===== config.mk =====
export PLATFORM = sky130hd
export DESIGN_NAME = periph_mailbox_slave
export DESIGN_NICKNAME = d
export VERILOG_FILES = /design/src/rtl/periph_mailbox_slave.sv
export SDC_FILE = /design/constraint.sdc
export NUM_CORES = 1
export LEC_CHECK = 0
export BUFFER_PORTS_ARGS = -buffer_cell sky130_fd_sc_hd__clkbuf_2
export CAP_MARGIN = 10
export CORE_MARGIN = 2
export CORE_UTILIZATION = 31
export DETAILED_ROUTE_END_ITERATION = 10
export PLACE_DENSITY = 0.58
export SYNTH_ARGS = -nofsm -noshare
export SYNTH_HDL_FRONTEND = slang
export SYNTH_SLANG_ARGS = --single-unit

===== constraint.sdc =====
create_clock -name clk_i -period 6.34 [get_ports clk_i]
set_input_delay 0 -clock clk_i [delete_from_list [all_inputs] [get_ports clk_i]]
set_output_delay 0 -clock clk_i [all_outputs]
set_load 0.01 [all_outputs]

===== src/rtl/periph_mailbox_slave.sv =====
`default_nettype none
// ============================================================================
// Module      : periph_mailbox_slave
// Description : Peripheral-crossbar responder exposing a word FIFO mailbox
//               through memory-mapped registers, with a level interrupt.
// Revision    : 1.0 - initial release
// ============================================================================
module periph_mailbox_slave #(
   parameter int ADDR_WIDTH = 32,
   parameter int DATA_WIDTH = 32,
   parameter int BE_WIDTH   = 4,
   parameter int ID_WIDTH   = 9,
   parameter int DEPTH      = 8
) (
   input  logic                  clk_i,
   input  logic                  rst_i,
   input  logic                  req_i,
   input  logic [ADDR_WIDTH-1:0] add_i,
   input  logic                  wen_i,
   input  logic [DATA_WIDTH-1:0] wdata_i,
   input  logic [BE_WIDTH-1:0]   be_i,
   input  logic [ID_WIDTH-1:0]   id_i,
   output logic                  gnt_o,
   output logic                  r_valid_o,
   output logic                  r_opc_o,
   output logic [ID_WIDTH-1:0]   r_id_o,
   output logic [DATA_WIDTH-1:0] r_rdata_o,
   output logic                  irq_o
);

   localparam int                    c_PTR_W = $clog2(DEPTH);
   localparam int                    c_CNT_W = c_PTR_W + 1;
   localparam logic [c_CNT_W-1:0]    c_DEPTH = c_CNT_W'(DEPTH);
   localparam logic [DATA_WIDTH-1:0] c_BAD   = DATA_WIDTH'(32'hBADACCE5);

   localparam logic [2:0] c_TXPUSH = 3'd0;
   localparam logic [2:0] c_RXPOP  = 3'd1;
   localparam logic [2:0] c_STATUS = 3'd2;
   localparam logic [2:0] c_IRQ_EN = 3'd3;
   localparam logic [2:0] c_THRESH = 3'd4;
   localparam logic [2:0] c_CLEAR  = 3'd5;

   logic [DATA_WIDTH-1:0] r_mem [DEPTH];
   logic [c_PTR_W-1:0]    r_wptr, r_rptr;
   logic [c_CNT_W-1:0]    r_count;
   logic                  r_ovf, r_unf;
   logic [1:0]            r_irq_en;
   logic [15:0]           r_thresh;
   logic                  r_valid, r_opc, r_irq;
   logic [ID_WIDTH-1:0]   r_id;
   logic [DATA_WIDTH-1:0] r_rdata;

   logic [2:0]            w_sel;
   logic                  w_write, w_full, w_empty;
   logic [DATA_WIDTH-1:0] w_push_data, w_status, w_rdata;
   logic                  w_push, w_pop, w_clear, w_set_ovf, w_set_unf, w_opc;
   logic [1:0]            w_irq_en_nxt;
   logic [15:0]           w_thresh_nxt;
   logic [c_CNT_W-1:0]    w_count_nxt;
   logic                  w_irq_nxt;

   // Only the word offset within the mailbox window selects a register.
   logic w_unused_addr;
   assign w_unused_addr = ^{add_i[ADDR_WIDTH-1:5], add_i[1:0]};

   assign gnt_o   = req_i;
   assign w_sel   = add_i[4:2];
   assign w_write = ~wen_i;
   assign w_full  = (r_count == c_DEPTH);
   assign w_empty = (r_count == '0);

   // Disabled byte lanes of a push are stored as zero.
   for (genvar b = 0; b < BE_WIDTH; b++) begin : g_be_mask
      assign w_push_data[8*b +: 8] = be_i[b] ? wdata_i[8*b +: 8] : 8'h00;
   end

   // Status word reflects the state before the current access.
   always_comb begin
      w_status        = '0;
      w_status[15:0]  = 16'(r_count);
      w_status[16]    = w_empty;
      w_status[17]    = w_full;
      w_status[18]    = r_ovf;
      w_status[19]    = r_unf;
   end

   // Decode the granted access into FIFO actions and the response payload.
   always_comb begin
      w_push       = 1'b0;
      w_pop        = 1'b0;
      w_clear      = 1'b0;
      w_set_ovf    = 1'b0;
      w_set_unf    = 1'b0;
      w_irq_en_nxt = r_irq_en;
      w_thresh_nxt = r_thresh;
      w_opc        = 1'b0;
      w_rdata      = '0;
      if (req_i) begin
         case (w_sel)
            c_TXPUSH: begin
               if (!w_write) begin
                  w_opc   = 1'b1;
                  w_rdata = c_BAD;
               end else if (w_full) begin
                  w_set_ovf = 1'b1;
                  w_opc     = 1'b1;
               end else begin
                  w_push = 1'b1;
               end
            end
            c_RXPOP: begin
               if (w_write) begin
                  w_opc   = 1'b1;
                  w_rdata = c_BAD;
               end else if (w_empty) begin
                  w_set_unf = 1'b1;
                  w_opc     = 1'b1;
               end else begin
                  w_pop   = 1'b1;
                  w_rdata = r_mem[r_rptr];
               end
            end
            c_STATUS: begin
               if (w_write) begin
                  w_opc   = 1'b1;
                  w_rdata = c_BAD;
               end else begin
                  w_rdata = w_status;
               end
            end
            c_IRQ_EN: begin
               if (w_write) begin
                  if (be_i[0]) w_irq_en_nxt = wdata_i[1:0];
               end else begin
                  w_rdata = DATA_WIDTH'(r_irq_en);
               end
            end
            c_THRESH: begin
               if (w_write) begin
                  if (be_i[0]) w_thresh_nxt[7:0]  = wdata_i[7:0];
                  if (be_i[1]) w_thresh_nxt[15:8] = wdata_i[15:8];
               end else begin
                  w_rdata = DATA_WIDTH'(r_thresh);
               end
            end
            c_CLEAR: begin
               if (w_write) begin
                  w_clear = 1'b1;
               end else begin
                  w_opc   = 1'b1;
                  w_rdata = c_BAD;
               end
            end
            default: begin
               w_opc   = 1'b1;
               w_rdata = c_BAD;
            end
         endcase
      end
   end

   assign w_count_nxt = w_clear ? '0 :
                        w_push  ? r_count + 1'b1 :
                        w_pop   ? r_count - 1'b1 : r_count;

   // Interrupt is evaluated on the post-access state so it lines up with the response.
   assign w_irq_nxt = (w_irq_en_nxt[0] & (w_count_nxt != '0)) |
                      (w_irq_en_nxt[1] & (w_thresh_nxt != 16'h0) &
                       (16'(w_count_nxt) >= w_thresh_nxt));

   // FIFO storage is not reset; only entries below the count are ever read.
   always_ff @(posedge clk_i) begin
      if (w_push) r_mem[r_wptr] <= w_push_data;
   end

   // Mailbox state, control registers and registered response.
   always_ff @(posedge clk_i) begin
      if (rst_i) begin
         r_wptr   <= '0;
         r_rptr   <= '0;
         r_count  <= '0;
         r_ovf    <= 1'b0;
         r_unf    <= 1'b0;
         r_irq_en <= 2'b00;
         r_thresh <= 16'h0;
         r_valid  <= 1'b0;
         r_opc    <= 1'b0;
         r_id     <= '0;
         r_rdata  <= '0;
         r_irq    <= 1'b0;
      end else begin
         if (w_clear) begin
            r_wptr <= '0;
            r_rptr <= '0;
            r_ovf  <= 1'b0;
            r_unf  <= 1'b0;
         end else begin
            if (w_push) r_wptr <= r_wptr + 1'b1;
            if (w_pop)  r_rptr <= r_rptr + 1'b1;
            r_ovf <= r_ovf | w_set_ovf;
            r_unf <= r_unf | w_set_unf;
         end
         r_count  <= w_count_nxt;
         r_irq_en <= w_irq_en_nxt;
         r_thresh <= w_thresh_nxt;
         r_valid  <= req_i;
         r_irq    <= w_irq_nxt;
         if (req_i) begin
            r_opc   <= w_opc;
            r_id    <= id_i;
            r_rdata <= w_rdata;
         end
      end
   end

   // A reset arriving in the response cycle suppresses that response.
   assign r_valid_o = r_valid & ~rst_i;
   assign r_opc_o   = r_opc & ~rst_i;
   assign r_id_o    = rst_i ? '0 : r_id;
   assign r_rdata_o = rst_i ? '0 : r_rdata;
   assign irq_o     = r_irq & ~rst_i;

endmodule
`default_nettype wire


; ---- Word-level counts from Yosys, hierarchy flattened
; Memories as Yosys holds them, arrays and structs flattened. A register that Yosys moved wholly into a read port is not among the register bits.
; Index checks and enable logic that the tools add are counted.
[word_totals]
memories = 1
in_bits = 81
reg_bits = 74
ram_bits = 256
wordCells = 93
[op_classes]
bitwise = 10
n_lt_le_gt_ge = 1
addsub = 4
reduce_logical = 7
eq_ne = 6
n_mux = 52
[mem_list]
columns = memory, words, width, rd, rd_clocked_by_memory_dff, write_ports, line_no
row1 = r_mem, 8, 32, 1, 1, 1, 43  ; logic [DATA_WIDTH-1:0] r_mem [DEPTH];
[ops]
columns = op, n
row1 = $mux W32, 5
row2 = $pmux W32 S5, 1
row3 = $mux W16, 4
row4 = $mux W8, 6
row5 = $mux W1, 24
row6 = $ge A4 B16 Y1, 1
row7 = $reduce_bool A16 Y1, 1
row8 = $mux W4, 3
row9 = $mux W2, 5
row10 = $mux W9, 1
row11 = $add A3 B1 Y3 const B, 2
row12 = $and A1 B1 Y1, 6
row13 = $eq A3 B2 Y1 const B, 2
row14 = $eq A3 B3 Y1 const B, 2
row15 = $mux W3, 2
row16 = $reduce_or A2 Y1, 3
row17 = $pmux W1 S5, 1
row18 = $add A4 B1 Y4 const B, 1
row19 = $eq A4 B4 Y1 const B, 1
row20 = $logic_not A4 Y1, 1
row21 = $reduce_bool A4 Y1, 1
row22 = $sub A4 B1 Y4 const B, 1
row23 = $eq A3 B1 Y1 const B, 1
row24 = $logic_not A3 Y1, 1
row25 = 2 further kinds, 4

; ---- Logic depth before layout (Yosys ltp)
[depth]
ltp_word = 11
mapped_depth = 14
ltp_nobuf = 13

; ---- Worst setup path before layout
; Ideal clock, no wire load.
[synth_path]
kind = reg-to-reg
start = register r_count[1]
end = memory r_mem[0][0] (enable)
setup_ns = 0.502
synth_period_minus_slack_ns = 4.743
stages_incl_launch_ff = 6
arrival_ns = 4.241
t_required_ns = 5.838
path_slack_ns = 1.597
path_cell_list = dfxtp_1 > inv_1 > ha_1 > and3b_1 > nand3b_1 > nor4_1
[synth_via]
elab_chain_len = 7
[synth_rtl]
columns = item, line_no
row1 = "start, declared", 45  ; logic [c_CNT_W-1:0] r_count;
row2 = "start signal, assigned", 203  ; r_count <= w_count_nxt;
row3 = $eq A4 B4 Y1, 69  ; assign w_full = (r_count == c_DEPTH);
row4 = $mux W1, 104  ; end else if (w_full) begin
row5 = $mux W1, 101  ; if (!w_write) begin
row6 = $mux W1, 99  ; case (w_sel)
row7 = $mux W1, 98  ; if (req_i) begin
row8 = $mux W1, 173  ; if (w_push) r_mem[r_wptr] <= w_push_data;
row9 = $mux W1 (not written as such), 173
row10 = "end, declared", 43
; No other way between the ends.

; ---- Worst setup path after layout
[layout_path]
start = register r_count[1]
end = memory r_mem[4][0] (enable)
; The elaborated chain is that of the path after synthesis.

==> flow_summary.json <==
{
  "coreArea_sq_um": 43300,
  "rows": 76,
  "layout_commonest_cell": "edfxtp_1",
  "place_congestion": 0.815,
  "cts_hold_buf": 34,
  "rsz0062_at_grt": "no",
  "initial_core_util_pct": 31.5,
  "period_share_pct": 54.2,
  "wl_per_cell_microns": 20.1,
  "critical_path_class": "register to register",
  "synth_top_family_by_area": "multiplexers",
  "path_cells": "inv_1 -> ha_1 -> and3b_1 -> nor3b_2 -> nand2_1 -> nor3_2 -> buf_4",
  "place_area_sq_um": 14800,
  "via_per_inst": 4.82,
  "fin_tns_setup_ns": 0,
  "port_buffers": 96,
  "die_x_microns": 214,
  "first_iter_violations": 479,
  "clk_pin_slew_ns": 0.06,
  "tritoncts": "yes",
  "syn_to_final_growth_pct": 18.9,
  "syn_inst": 858,
  "yosysSeqAreaShare_pct": 67.7,
  "setup_viol": 0,
  "die_h_microns": 214,
  "grt_pass1_wl_microns": 48800,
  "remaining_drc_errors": 0,
  "wirelength_microns": 32200,
  "hp-class": "input port to register",
  "synth.avg_cell_area_sq_um": 15.9,
  "synth_ff_type": "edfxtp_1",
  "vias": 7723,
  "dieArea_sq_um": 45700,
  "yosys_warnings": 0,
  "power.leakage_uw": 0.00562,
  "fin_skew_ns": 0.0148,
  "antenna_left": 0,
  "htreeDepth": 2,
  "finalMaxSlewViolations": 0,
  "synthAdderAreaFrac_pct": 0.734,
  "cp_slowest_cell": "nor3_2",
  "postCtsSetupBuffers": 0,
  "grt_antenna_before_repair": 3,
  "synth_edf_count": 256,
  "synth_cell_types": 56,
  "insertion_delay_ns": 0.51,
  "finish.net_count": 1080,
  "p_per_area_nw_per_um2": 279,
  "worst_pin_slew_ns": 1.15,
  "syn_area_sq_um": 13600,
  "clock_path_buffers": 3,
  "cts.sinks": 333,
  "fin_area_sq_um": 16200,
  "max-cap-violations": 0,
  "io_pins": 126,
  "dp_hpwl_microns": 19400,
  "cp_max_fo": 26,
  "status": "completed",
  "grt_pass1_vias": 7985,
  "fmax_ghz": 0.291,
  "utilization_pct": 37.5,
  "synth-compound-area-share_pct": 4.57,
  "root_buffer": "clkbuf_16",
  "worstPathRequired_ns": 6.48,
  "layout_common_cells": "edfxtp_1 (256), clkbuf_2 (97), dfxtp_1 (74)",
  "gr-usage-all-layers_pct": 14.3,
  "grt_max_degree": 94,
  "post_cts_resize_count": 0,
  "synthMuxAreaShare_pct": 15.1,
  "slowest_delay_ns": 0.66,
  "start_kind": "register",
  "async_flop_share_pct": 0,
  "gr-total-overflow": 0,
  "synth-simple-area-share_pct": 9.49,
  "endpoint_kind": "register",
  "drive_above_1_share_pct": 24.9,
  "irDropWorstVdd_mv": 0.139,
  "synth-xor-area-share_pct": 0.321,
  "crit_arrival_ns": 3.58,
  "hold_viol_final": 0,
  "firstDrtPassIters": 5,
  "synth-seq-cells": 333,
  "min_period_ns": 3.44,
  "synth_fp_nets": 947,
  "cts_buffers": 36,
  "relSlewSlack_pct": 22.9
}
## cells in the mapped netlist, drive strengths merged (7+ instances only)
master	instances	area, sq um
a21oi	20	104
nor2	68	255
a221oi	7	98.9
and2	32	200
nand2b	9	56.3
a221o	8	80.1
mux2	11	124
inv	10	37.5
ha	8	100
nor2b	47	294
nor4	7	43.8
mux2i	50	500
nand2	38	143
mux4	64	1440
dfxtp	77	1540
nor3	23	126
edfxtp	256	7690
clkbuf	21	78.8
o21a	9	67.6
buf	28	163
## sequential cells by signal (all words and copies together), names as in the netlist, named ones only
register and count:
r_count 4, r_id 9, r_irq 1, r_irq_en 2, r_mem 256, r_opc 1
r_ovf 1, r_rdata 32, r_rptr 3, r_thresh 16, r_unf 1, r_valid 1
r_wptr 3
## cell type report
cell class | count | area [sq um]
fill | 4060 | 27100
tap | 585 | 732
antenna | 1 | 2.50
multi-input combinational | 465 | 4180
sequential | 333 | 9240
clock buffer | 59 | 1090
timing repair buffer | 144 | 928
inverter | 11 | 41.3
clock inverter | 3 | 12.5
## worst paths after layout
kind,startpoint,end,slack [ns],cells after the start
min,wdata_i[26],r_mem[0][26],0.02,2
max,r_count[1],r_mem[4][0],2.90,7
min reg2reg,r_rdata[28],r_rdata[28],0.48,2
max reg2reg,r_count[1],r_mem[4][0],2.90,7
## layer usage
| metal | global-route usage, % | vias to the layer above | share of wire [%] |
|---|---|---|---|
| li1 | - | 3567 | - |
| met1 | 19.4 | 3914 | 46 |
| met2 | 23.6 | 201 | 47 |
| met3 | 2.83 | 39 | 5.4 |
| met4 | 3.93 | 2 | 1.8 |
| met5 | 0 | - | 0.040 |
## where the power goes
| part | total, uW | switching [uW] | leakage, uW | internal, uW |
|---|---|---|---|---|
| Sequential | 2370 | 7.15 | 0.00299 | 2370 |
| Clock | 1960 | 794 | 0.000538 | 1170 |
| Combinational | 192 | 118 | 0.00210 | 74.0 |
| Total | 4530 | 919 | 0.00562 | 3610 |
## per-stage QoR
stage | cells | power (uW) | setup WS (ns) | hold WS (ns)
final | 1601 | 4530 | 2.90 | 0.0246
after global routing | 1600 | 4690 | 2.67 | 0.0373
after CTS | 1600 | 4580 | 2.86 | 0.00209
after detailed placement | 1504 | 2600 | 2.83 | 0.249
after global placement | 1504 | 2590 | 2.86 | 0.243
after floorplan | 858 | 2520 | 1.60 | 0.0918
## kinds of logic (layout without fill, tap and decap cells)
family,Yosys count,in the layout
AOI/OAI and AO/OA,80,80
xor gates and xnor gates,5,5
adders and majority gates,8,8
buffers and inverters,60,217
DFF,333,333
muxes,125,125
other,0,1
and+or+nand+nor,247,247
## critical path, delay by kind of cell (launching register included)
family / cells / cell delay [ns]
and+or+nand+nor: 4 / 1.73
buffers and inverters: 2 / 0.63
DFF: 1 / 0.46
adders and majority gates: 1 / 0.22
(Power assumes the default switching activity.)
